File: src/rtl/updown_mod_counter_pkg.sv
`default_nettype none
// ============================================================================
//  Module      : updown_mod_counter_pkg
//  Description : Shared constants and helpers for the up/down modulo counter.
//  Revision    : 1.0 - initial release
// ============================================================================
package updown_mod_counter_pkg;

    // Values of the up_down input
    localparam logic DIR_UP   = 1'b1;
    localparam logic DIR_DOWN = 1'b0;

    // Values of the SATURATE parameter
    localparam int MODE_WRAP = 0;
    localparam int MODE_SAT  = 1;

    // Prescaler counter width; a single bit even when PRESCALE is 1
    function automatic int prescale_width(input int prescale);
        return (prescale > 1) ? $clog2(prescale) : 1;
    endfunction

endpackage
`default_nettype wire

File: src/rtl/updown_mod_counter_if.sv
`default_nettype none
// ============================================================================
//  Module      : updown_mod_counter_if
//  Description : Control and status bundle of the up/down modulo counter.
//  Revision    : 1.0 - initial release
// ============================================================================
interface updown_mod_counter_if #(
    parameter int WIDTH = 8
);
    logic             enable;
    logic             up_down;
    logic             clear;
    logic             load;
    logic [WIDTH-1:0] load_val;
    logic [WIDTH-1:0] count;
    logic             tc;
    logic             ovf;

    // Whoever controls the counter
    modport master (
        output enable, up_down, clear, load, load_val,
        input  count, tc, ovf
    );

    // The counter itself
    modport slave (
        input  enable, up_down, clear, load, load_val,
        output count, tc, ovf
    );
endinterface
`default_nettype wire

File: src/rtl/updown_mod_counter_tick_prescaler.sv
`default_nettype none
// ============================================================================
//  Module      : tick_prescaler
//  Description : Emits one tick every PRESCALE enabled cycles; restart
//                returns the phase to zero.
//  Revision    : 1.0 - initial release
// ============================================================================
module tick_prescaler
    import updown_mod_counter_pkg::*;
#(
    parameter int PRESCALE = 1
) (
    input  wire logic clk,
    input  wire logic reset,
    input  wire logic enable,
    input  wire logic restart,
    output logic      tick
);

    localparam int PW = prescale_width(PRESCALE);

    generate
        if (PRESCALE == 1) begin : g_passthrough
            // Every enabled cycle is a tick; no state required
            logic unused_inputs;
            assign unused_inputs = &{1'b0, clk, reset, restart};
            assign tick          = enable;
        end else begin : g_divide
            localparam logic [PW-1:0] LAST = PW'(PRESCALE - 1);
            logic [PW-1:0] phase_q;

            // Phase counter 0..PRESCALE-1, frozen while enable is low
            always_ff @(posedge clk or negedge reset) begin
                if (!reset) begin
                    phase_q <= '0;
                end else if (restart) begin
                    phase_q <= '0;
                end else if (enable) begin
                    phase_q <= (phase_q == LAST) ? '0 : phase_q + PW'(1);
                end
            end

            assign tick = enable && (phase_q == LAST);
        end
    endgenerate

endmodule
`default_nettype wire

File: src/rtl/updown_mod_counter.sv
`default_nettype none
// ============================================================================
//  Module      : updown_mod_counter
//  Description : Parametrised up/down modulo counter with wrap/saturate mode,
//                prescaler, synchronous clear/load, tc pulse and sticky ovf.
//  Revision    : 1.0 - initial release
// ============================================================================
module updown_mod_counter
    import updown_mod_counter_pkg::*;
#(
    parameter int               WIDTH    = 8,
    parameter logic [WIDTH-1:0] MAX_VAL  = {WIDTH{1'b1}},
    parameter int               SATURATE = MODE_WRAP,
    parameter int               PRESCALE = 1
) (
    input  wire logic           clk,
    input  wire logic           reset,
    updown_mod_counter_if.slave bus
);

    localparam bit HOLD_AT_ENDS = (SATURATE == MODE_SAT);

    generate
        if (!(SATURATE == MODE_WRAP || SATURATE == MODE_SAT)) begin : g_bad_mode
            $error("updown_mod_counter: SATURATE must be MODE_WRAP or MODE_SAT");
        end
    endgenerate

    logic             tick;
    logic [WIDTH-1:0] count_q, count_d;
    logic             tc_q, tc_d;
    logic             ovf_q, ovf_d;

    tick_prescaler #(
        .PRESCALE (PRESCALE)
    ) u_prescaler (
        .clk     (clk),
        .reset   (reset),
        .enable  (bus.enable),
        .restart (bus.clear | bus.load),
        .tick    (tick)
    );

    // Next state: clear beats load beats step; tc falls unless a boundary step
    always_comb begin
        count_d = count_q;
        tc_d    = 1'b0;
        ovf_d   = ovf_q;
        if (bus.clear) begin
            count_d = '0;
            ovf_d   = 1'b0;
        end else if (bus.load) begin
            count_d = (bus.load_val > MAX_VAL) ? MAX_VAL : bus.load_val;
        end else if (tick) begin
            unique case (bus.up_down)
                DIR_UP: begin
                    if (count_q >= MAX_VAL) begin
                        count_d = HOLD_AT_ENDS ? MAX_VAL : '0;
                        tc_d    = 1'b1;
                        ovf_d   = 1'b1;
                    end else begin
                        count_d = count_q + WIDTH'(1);
                    end
                end
                DIR_DOWN: begin
                    if (count_q == '0) begin
                        count_d = HOLD_AT_ENDS ? '0 : MAX_VAL;
                        tc_d    = 1'b1;
                        ovf_d   = 1'b1;
                    end else begin
                        count_d = count_q - WIDTH'(1);
                    end
                end
                default: ;
            endcase
        end
    end

    // Count and flag registers, cleared asynchronously
    always_ff @(posedge clk or negedge reset) begin
        if (!reset) begin
            count_q <= '0;
            tc_q    <= 1'b0;
            ovf_q   <= 1'b0;
        end else begin
            count_q <= count_d;
            tc_q    <= tc_d;
            ovf_q   <= ovf_d;
        end
    end

    assign bus.count = count_q;
    assign bus.tc    = tc_q;
    assign bus.ovf   = ovf_q;

endmodule
`default_nettype wire

File: src/flat_wrapper.sv
// flat-port wrapper written by rule: the top's interface ports become plain ports
module updown_mod_counter_flat import updown_mod_counter_pkg::*;
#(
    parameter int               WIDTH    = 8,
    parameter logic [WIDTH-1:0] MAX_VAL  = {WIDTH{1'b1}},
    parameter int               SATURATE = MODE_WRAP,
    parameter int               PRESCALE = 1
)
  (clk, reset, bus_enable, bus_up_down, bus_clear, bus_load, bus_load_val, bus_count, bus_tc, bus_ovf);
  updown_mod_counter_if #(.WIDTH(WIDTH)) bus_i ();
  input  wire logic clk;
  input  wire logic reset;
  input wire logic [$bits(bus_i.enable)-1:0] bus_enable;
  input wire logic [$bits(bus_i.up_down)-1:0] bus_up_down;
  input wire logic [$bits(bus_i.clear)-1:0] bus_clear;
  input wire logic [$bits(bus_i.load)-1:0] bus_load;
  input wire logic [$bits(bus_i.load_val)-1:0] bus_load_val;
  output wire logic [$bits(bus_i.count)-1:0] bus_count;
  output wire logic [$bits(bus_i.tc)-1:0] bus_tc;
  output wire logic [$bits(bus_i.ovf)-1:0] bus_ovf;
  assign bus_i.enable = bus_enable;
  assign bus_i.up_down = bus_up_down;
  assign bus_i.clear = bus_clear;
  assign bus_i.load = bus_load;
  assign bus_i.load_val = bus_load_val;
  assign bus_count = bus_i.count;
  assign bus_tc = bus_i.tc;
  assign bus_ovf = bus_i.ovf;
  updown_mod_counter #(.WIDTH(WIDTH), .MAX_VAL(MAX_VAL), .SATURATE(SATURATE), .PRESCALE(PRESCALE)) u_core (.clk(clk), .reset(reset), .bus(bus_i));
endmodule
File: config.mk
export PLATFORM = sky130hd
export DESIGN_NAME = updown_mod_counter_flat
export DESIGN_NICKNAME = d
export VERILOG_FILES = /design/src/rtl/updown_mod_counter_pkg.sv /design/src/rtl/updown_mod_counter_if.sv /design/src/rtl/updown_mod_counter_tick_prescaler.sv /design/src/rtl/updown_mod_counter.sv /design/src/flat_wrapper.sv
export SDC_FILE = /design/constraint.sdc
export NUM_CORES = 1
export LEC_CHECK = 0
export CORE_ASPECT_RATIO = 0.9
export CORE_UTILIZATION = 35
export DETAILED_ROUTE_END_ITERATION = 8
export GPL_TIMING_DRIVEN = 1
export SLEW_MARGIN = 20
export SYNTH_ARGS = -nofsm -noshare
export SYNTH_HDL_FRONTEND = slang
export SYNTH_SLANG_ARGS = --single-unit
File: constraint.sdc
create_clock -name clk -period 5.08 [get_ports clk]
set_input_delay 0.762 -clock clk [delete_from_list [all_inputs] [get_ports clk]]
set_output_delay 0.762 -clock clk [all_outputs]
set_load 0.05 [all_outputs]
Word level (Yosys, flattened, before mapping)
Cells that the tools add are included.
{"block": "word_totals", "regBits": 10, "inputBits": 14, "word_cells": 34, "out_inout_bits": 10, "mem_bits_rw": 0, "latch_bits": 0, "n_memories": 0, "rom_bits": 0}
{"block": "classes", "order_cmp": 2, "mux": 19, "div_mod_pow": 0, "reduce_logical": 4, "multipliers": 0, "bitwise_logic": 1, "shifts": 0, "addsub": 2, "n_eq_ne": 3}
{"operator": "2-to-1 mux 8 bit", "n": 6}
{"operator": "case mux 8 bit (2 select lines)", "n": 1}
{"operator": "2-to-1 mux 1 bit", "n": 10}
{"operator": "adder 8 x 1 -> 8 bit (second input constant)", "n": 1}
{"operator": ">= comparator 8 bit (second input constant)", "n": 1}
{"operator": "greater-than comparator 8 bit (second input constant)", "n": 1}
{"operator": "zero test 8 bit", "n": 1}
{"operator": "subtractor 8 x 1 -> 8 bit (second input constant)", "n": 1}
{"operator": "case mux 1 bit (2 select lines)", "n": 2}
{"operator": "AND reduction 4 bit", "n": 1}
{"operator": "!= test 3 x 1 -> 1 bit (second input constant)", "n": 1}
{"operator": "!= test 3 x 2 -> 1 bit (second input constant)", "n": 1}
{"operator": "nonzero test 3 bit", "n": 1}
{"operator": "!= test 2 bit (second input constant)", "n": 1}
{"operator": "nonzero test 2 bit", "n": 1}
{"operator": "NOT 1 bit", "n": 1}

Logic depth before layout (Yosys ltp)
Gate-level depths: netlist (run 1).
{"block": "logic_depth", "ltp_word": 6, "depth_mapped": 6}

By module
A second synthesis (run 1) with hierarchy kept.
{"block": "unflattened", "cells_unflattened": 120, "area_unflattened_um2": 948.4}
{"module": "updown_mod_counter", "area_each_um2": 940.9, "n_inst": 1, "cells_per_inst": 119}
{"module": "tick_prescaler", "area_each_um2": 7.5, "n_inst": 1, "cells_per_inst": 1}

Worst setup path after synthesis (run 1)
OpenSTA, ideal clock, no wires.
{"block": "synth_path", "path_type": "flip-flop to flip-flop", "from": "register u_core.count_q[0] (netlist: u_core.bus.count[0])", "to": "register u_core.count_q[4] (netlist: u_core.bus.count[4])", "t_arrival_ns": 1.939, "setup_ns": 0.140, "path_stages_with_launch": 7, "required_ns": 4.940, "period_less_slack_ns": 2.079, "slack_ns": 3.001, "cell_sequence": "dfrtp_1 > inv_1 > ha_1 > or3b_2 > o21bai_2 > a2111oi_1 > nor4_2"}
{"block": "synth_via", "elab_chain_len": 6}
{"element": "start: declaration", "line": "updown_mod_counter.sv:30", "source": "logic [WIDTH-1:0] count_q, count_d;"}
{"element": "start signal: assignment", "line": "updown_mod_counter.sv:86", "source": "count_q <= count_d;"}
{"element": "subtractor 8 x 1 -> 8 bit (tied with other cells)", "line": "updown_mod_counter.sv:71", "source": "count_d = count_q - WIDTH'(1);"}
{"element": "2-to-1 mux 8 bit, on equally long branches", "line": "updown_mod_counter.sv:66, updown_mod_counter.sv:57"}
{"element": "case mux 8 bit (2 select lines) *", "line": "updown_mod_counter.sv:55", "source": "unique case (bus.up_down)"}
{"element": "2-to-1 mux 8 bit *", "line": "updown_mod_counter.sv:54", "source": "end else if (tick) begin"}
{"element": "2-to-1 mux 8 bit *", "line": "updown_mod_counter.sv:52", "source": "end else if (bus.load) begin"}
{"element": "2-to-1 mux 8 bit *", "line": "updown_mod_counter.sv:49", "source": "if (bus.clear) begin"}
Mark *: on every way between the ends. The rest lies on a longest branch, timed or not. The select of a mux whose other input is x is not followed.
A chain may end at the register's enable or synchronous reset.

Worst setup path in the final report (run 1)
{"block": "layout_path", "from": "register u_core.count_q[2] (netlist: u_core.bus.count[2])", "to": "output bus_count[2]"}
{"element": "end: declaration", "line": "flat_wrapper.sv:18", "source": "output wire logic [$bits(bus_i.count)-1:0] bus_count;"}
No word-level cell between the ends.

==> results of run 1 <==
==> kinds of logic after synthesis <==
group           Yosys count  share of synthesized area (%)
compound gates           34                           26.9
xor+xnor                  3                           2.72
fa+ha+maj                 3                           3.89
buf+inv                  17                           8.03
flops                    10                           25.9
mux                       1                           1.04
simple gates             48                           31.5
==> registers in the layout, indices dropped and copies added, names as in the netlist <==
signal,flops
u_core.bus.ovf,1
u_core.bus.count,8
u_core.bus.tc,1
==> routing by layer <==
layer / share of wire, % / vias up
li1: - / 468
met1: 47 / 448
met2: 45 / 34
met3: 5.5 / 5
met4: 1.9 / 0
met5: 0 / -
==> cell usage after synthesis, types with 2 or more instances <==
| library cell | n | area [µm²] |
|---|---|---|
| nand3_1 | 4 | 20.0 |
| clkbuf_1 | 4 | 15.0 |
| o32ai_2 | 2 | 32.5 |
| xnor2_1 | 2 | 17.5 |
| o21ai_0 | 6 | 30.0 |
| buf_2 | 2 | 10.0 |
| o21ai_1 | 2 | 10.0 |
| a21oi_1 | 9 | 45.0 |
| and3b_1 | 2 | 17.5 |
| dfrtp_1 | 10 | 250 |
| nand4_1 | 4 | 25.0 |
| nand2_1 | 2 | 7.51 |
| a21o_1 | 2 | 15.0 |
| inv_1 | 7 | 26.3 |
| nor3b_1 | 6 | 45.0 |
| ha_1 | 3 | 37.5 |
| or3_1 | 2 | 12.5 |
| and3_1 | 2 | 12.5 |
| o32ai_1 | 2 | 17.5 |
| and2_1 | 2 | 12.5 |
| nor3_1 | 8 | 40.0 |
| nor2_1 | 8 | 30.0 |
| buf_1 | 2 | 7.51 |
==> per-stage QoR <==
stage / util [%] / setup WS (ns) / area [µm²] / hold slack, ns
global route: 48.0 / 2.41 / 1220 / 0.524
finish: 48.0 / 2.51 / 1220 / 0.493
global placement: 46.6 / 2.61 / 1180 / 0.469
detailed placement: 46.6 / 2.56 / 1180 / 0.481
CTS: 48.0 / 2.50 / 1220 / 0.501
floorplan: - / 3.00 / 966 / 0.466
==> final timing paths <==
path / start / to / slack, ns
max: u_core.bus.count[2] / bus_count[2] / 2.51
min: u_core.bus.ovf / u_core.bus.ovf / 0.49
max reg2reg: u_core.bus.count[0] / u_core.bus.count[5] / 3.07
min reg2reg: u_core.bus.ovf / u_core.bus.ovf / 0.49
max in group asynchronous: reset / u_core.bus.count[7] / 3.93
min in group asynchronous: reset / u_core.bus.count[3] / 0.81
==> cell type report <==
| type | count | share of cell area, % |
|---|---|---|
| clock buffers | 4 | 2.98 |
| repair buffers | 23 | 18.9 |
| flip-flops and latches | 10 | 20.6 |
| multi-input cells | 89 | 52.5 |
| inverters | 7 | 2.16 |
| well taps | 28 | 2.88 |
==> power by group through the flow <==
| stage | Combinational (µW) | Clock (µW) | Sequential (µW) |
|---|---|---|---|
| finish | 106 | 77.5 | 101 |
| global route | 115 | 83.9 | 103 |
| CTS | 106 | 79.8 | 101 |
| detailed placement | 105 | 0 | 102 |
| global placement | 105 | 0 | 102 |
| floorplan | 63.1 | 0 | 112 |
==> impl_metrics.json, run 1 <==
{
  "mostFrequentLayoutCell": "clkdlybuf4s50_1",
  "clk_latency_ns": 0.28,
  "ys_seq_area_share_pct": 25.9,
  "cts_tree": "yes",
  "drc_errors": 0,
  "async_flop_share_pct": 100,
  "crit_required_ns": 4.32,
  "end_kind": "output port",
  "synth_edf_count": 0,
  "rsz0062_at_grt": "false",
  "crit_family": "buffers and inverters",
  "rows": 17,
  "ys_warn_count": 0,
  "die_w_um": 57.4,
  "ys.flop_type": "dfrtp_1",
  "busiest_layer": "met2",
  "powerDensity_nw_per_um2": 234,
  "grt_pass1_vias": 827,
  "numClockSinks": 10,
  "fill_cells": 255,
  "cts.path.max_buffers": 2,
  "arrival_ns": 1.81,
  "globalplace.congestion": 0.786,
  "path_cells": "clkdlybuf4s50_1",
  "worst_path_max_delay_cell": "clkdlybuf4s50_1",
  "fin_nets": 151,
  "finalHoldViolCount": 0,
  "slew_headroom_pct": 52.9,
  "reg2reg_depth": 6,
  "ctsRootBufferMaster": "clkbuf_4",
  "leakage_uw": 0.000470,
  "grt_pass1_wl_um": 3960,
  "final_cells": 161,
  "avgRoutedWirePerCell_um": 15.1,
  "fin_total_pwr_uw": 284,
  "routed-via-count": 955,
  "use_met2_pct": 28.3,
  "drive_above_1_share_pct": 9.77,
  "peakVddDrop_mv": 0.124,
  "firstDrtPassIters": 4,
  "max-cap-violations": 0,
  "path_depth": 1,
  "grtUsageMet3_pct": 2.99,
  "antenna_cells": 0,
  "min-delay-path-class": "flop to flop",
  "overflow": 0,
  "fin_crit_ns": 2.57,
  "netlist_instances": 116,
  "max_stage_delay_ns": 0.89,
  "syn2layout_area_growth_pct": 25.9,
  "power.internal_uw": 175,
  "synth_cell_types": 46,
  "p_sw_share_pct": 38.3,
  "final_cell_mix": "clkdlybuf4s50_1, dfrtp_1, a21oi_1, nor2_1, nor3_1",
  "slew_viol_final": 0,
  "p_switching_uw": 109,
  "die_h_um": 51.8,
  "cts_resized": 0,
  "cts.hold.buffers_added": 0,
  "min_path_cells": 1,
  "vias_per_cell": 5.93,
  "detail-route-antenna-nets": 0,
  "synth_area_um2": 966,
  "fmax_mhz": 389,
  "setup_tns_ns": 0,
  "htree_levels": 1,
  "grt_max_degree": 22,
  "dr.first_iter.drc_count": 24,
  "antenna_found_initial": 0,
  "cp_max_fo": 15,
  "post_cts_buffers": 0,
  "worst-path-buf-inv": 1,
  "portBuffers": 23,
  "synth-seq-cells": 10,
  "syn_avg_cell_area_um2": 8.33,
  "setup_violations": 0,
  "dieArea_um2": 2970,
  "hpwl_um": 1770,
  "p_clk_share_pct": 27.3,
  "use_met1_pct": 24.0,
  "crit_type": "flop to output port",
  "worst_pin_slew_ns": 0.705,
  "regArea_um2": 250,
  "initial_core_util_pct": 38.2,
  "comb_power_share_pct": 37.1,
  "post-route-period-util_pct": 50.6,
  "status": "complete, no violations",
  "core_um2": 2530,
  "track_usage_pct": 18.0,
  "cts_buffers": 3,
  "multiInputGateArea_um2": 638,
  "dp_cells": 157,
  "routed_wl_um": 2440,
  "power_frac_seq_pct": 35.6,
  "clkTransAtPathRegs_ns": 0.08,
  "ios": 24,
  "cp-start-kind": "flop",
  "synth_nets": 133,
  "skew_ns": 0.00863
}
(Power assumes the default switching activity.)
==> run 2: changes to the inputs <==
Clock period 5.08 ns to 2.2 ns, I/O delays scaled along.
==> impl_metrics.json, run 2 (same netlist as run 1, synthesis figures left out) <==
{
  "status": "complete, no violations",
  "clkTransAtPathRegs_ns": 0.07,
  "cts_resized": 0,
  "initial_core_util_pct": 38.2,
  "cts.path.max_buffers": 2,
  "reg2reg_depth": 6,
  "fmax_mhz": 482,
  "overflow": 0,
  "grt_pass1_wl_um": 4130,
  "syn2layout_area_growth_pct": 30.3,
  "avgRoutedWirePerCell_um": 15.0,
  "hpwl_um": 1840,
  "largest_reg_flops": 8,
  "core_um2": 2530,
  "slew_headroom_pct": 66.4,
  "setup_tns_ns": 0,
  "vias_per_cell": 5.83,
  "leakage_uw": 0.000524,
  "dr.first_iter.drc_count": 39,
  "finalHoldViolCount": 0,
  "antenna_found_initial": 0,
  "grt_pass1_vias": 855,
  "fin_nets": 156,
  "cts.hold.buffers_added": 0,
  "numClockSinks": 10,
  "slew_viol_final": 0,
  "detail-route-antenna-nets": 0,
  "finish.instance_area_um2": 1260,
  "cp-start-kind": "flop",
  "r2r-end": "u_core.bus.count[5]",
  "mostFrequentLayoutCell": "clkdlybuf4s50_1",
  "crit_required_ns": 1.87,
  "detailed_place.area_um2": 1220,
  "skew_ns": 0.00134,
  "globalplace.congestion": 0.832,
  "r2r-start": "u_core.bus.count[1]",
  "ios": 24,
  "crit_family": "buffers and inverters",
  "ff2ff_setup_slack_ns": 0.29,
  "peakVddDrop_mv": 0.199,
  "worst_path_max_delay_cell": "clkdlybuf4s50_1",
  "rows": 17,
  "portBuffers": 23,
  "fill_cells": 253,
  "routed_wl_um": 2490,
  "crit_type": "flop to output port",
  "dieArea_um2": 2970,
  "setup_violations": 0,
  "final_cell_mix": "clkdlybuf4s50_1, dfrtp_1, a21oi_1, nor2_1, nor3_1",
  "max_stage_delay_ns": 0.88,
  "worst_pin_slew_ns": 0.502,
  "htree_levels": 1,
  "die_h_um": 51.8,
  "die_w_um": 57.4,
  "regArea_um2": 250,
  "antenna_cells": 0,
  "powerDensity_nw_per_um2": 524,
  "max-cap-violations": 0,
  "cts_tree": "yes",
  "grt_max_degree": 20,
  "cts_buffers": 3,
  "min-delay-path-class": "input pin to asynchronous set/reset pin",
  "routed-via-count": 967,
  "multiInputGateArea_um2": 638,
  "end_kind": "output port",
  "ctsRootBufferMaster": "clkbuf_4",
  "post-route-period-util_pct": 94.3,
  "fin_crit_ns": 2.08,
  "cp_max_fo": 13,
  "path_cells": "clkdlybuf4s50_1",
  "post_cts_buffers": 0,
  "worst-path-buf-inv": 1,
  "rsz0062_at_grt": "false",
  "drc_errors": 0,
  "drive_above_1_share_pct": 13.0,
  "firstDrtPassIters": 4,
  "arrival_ns": 1.75,
  "clk_latency_ns": 0.27,
  "track_usage_pct": 18.4
}
## run 2: cell count changes in the layout (fill, tap and decap cells not counted)
cell,before,now
buf_4,0,5
clkdlybuf4s50_1,23,21
dlymetal6s2s_1,0,2
## run 2: where the power goes
| group | switching, µW | internal (µW) |
|---|---|---|
| registers | 33.7 | 196 |
| logic | 140 | 115 |
| clock network | 74.0 | 101 |
## run 2: area by class of cell
| class | count | share of cell area (%) |
|---|---|---|
| Multi-Input combinational cell | 89 | 50.7 |
| Timing Repair Buffer | 28 | 21.7 |
| Sequential cell | 10 | 19.9 |
| Clock buffer | 4 | 2.88 |
| Tap cell | 28 | 2.78 |
| Inverter | 7 | 2.09 |
## run 2: how the worst max path moves through the flow
stage / end / startpoint / slack (ns) / cells past startpoint
floorplan: u_core.bus.count[4] / u_core.bus.count[0] / 0.12 / 6
global placement: u_core.bus.count[4] / bus_up_down / 0.34 / 4
CTS: bus_count[2] / u_core.bus.count[2] / 0.07 / 1
detailed placement: u_core.bus.count[4] / bus_up_down / 0.31 / 5
finish: bus_count[4] / u_core.bus.count[4] / 0.12 / 1
global route: bus_count[4] / u_core.bus.count[4] / 0.05 / 1
## run 2: layer usage
layer | track usage [%] | up-vias | routed length, µm | share of wire [%]
met5 | 0 | - | 0 | 0
met4 | 6.10 | 0 | 25 | 1.0
met3 | 2.74 | 3 | 123 | 4.9
met2 | 28.9 | 30 | 1090 | 44
met1 | 25.8 | 454 | 1250 | 50
li1 | - | 480 | - | -
## run 2: metrics by stage
stage	power (µW)	instances	worst slack, ns	hold slack [ns]	utilization [%]
floorplan	404	116	0.121	0.0344	-
global placement	485	162	0.345	0.473	48.1
detailed placement	487	162	0.305	0.472	48.1
CTS	666	166	0.0679	0.394	49.5
global route	701	166	0.0480	0.402	49.7
finish	659	166	0.125	0.378	49.7
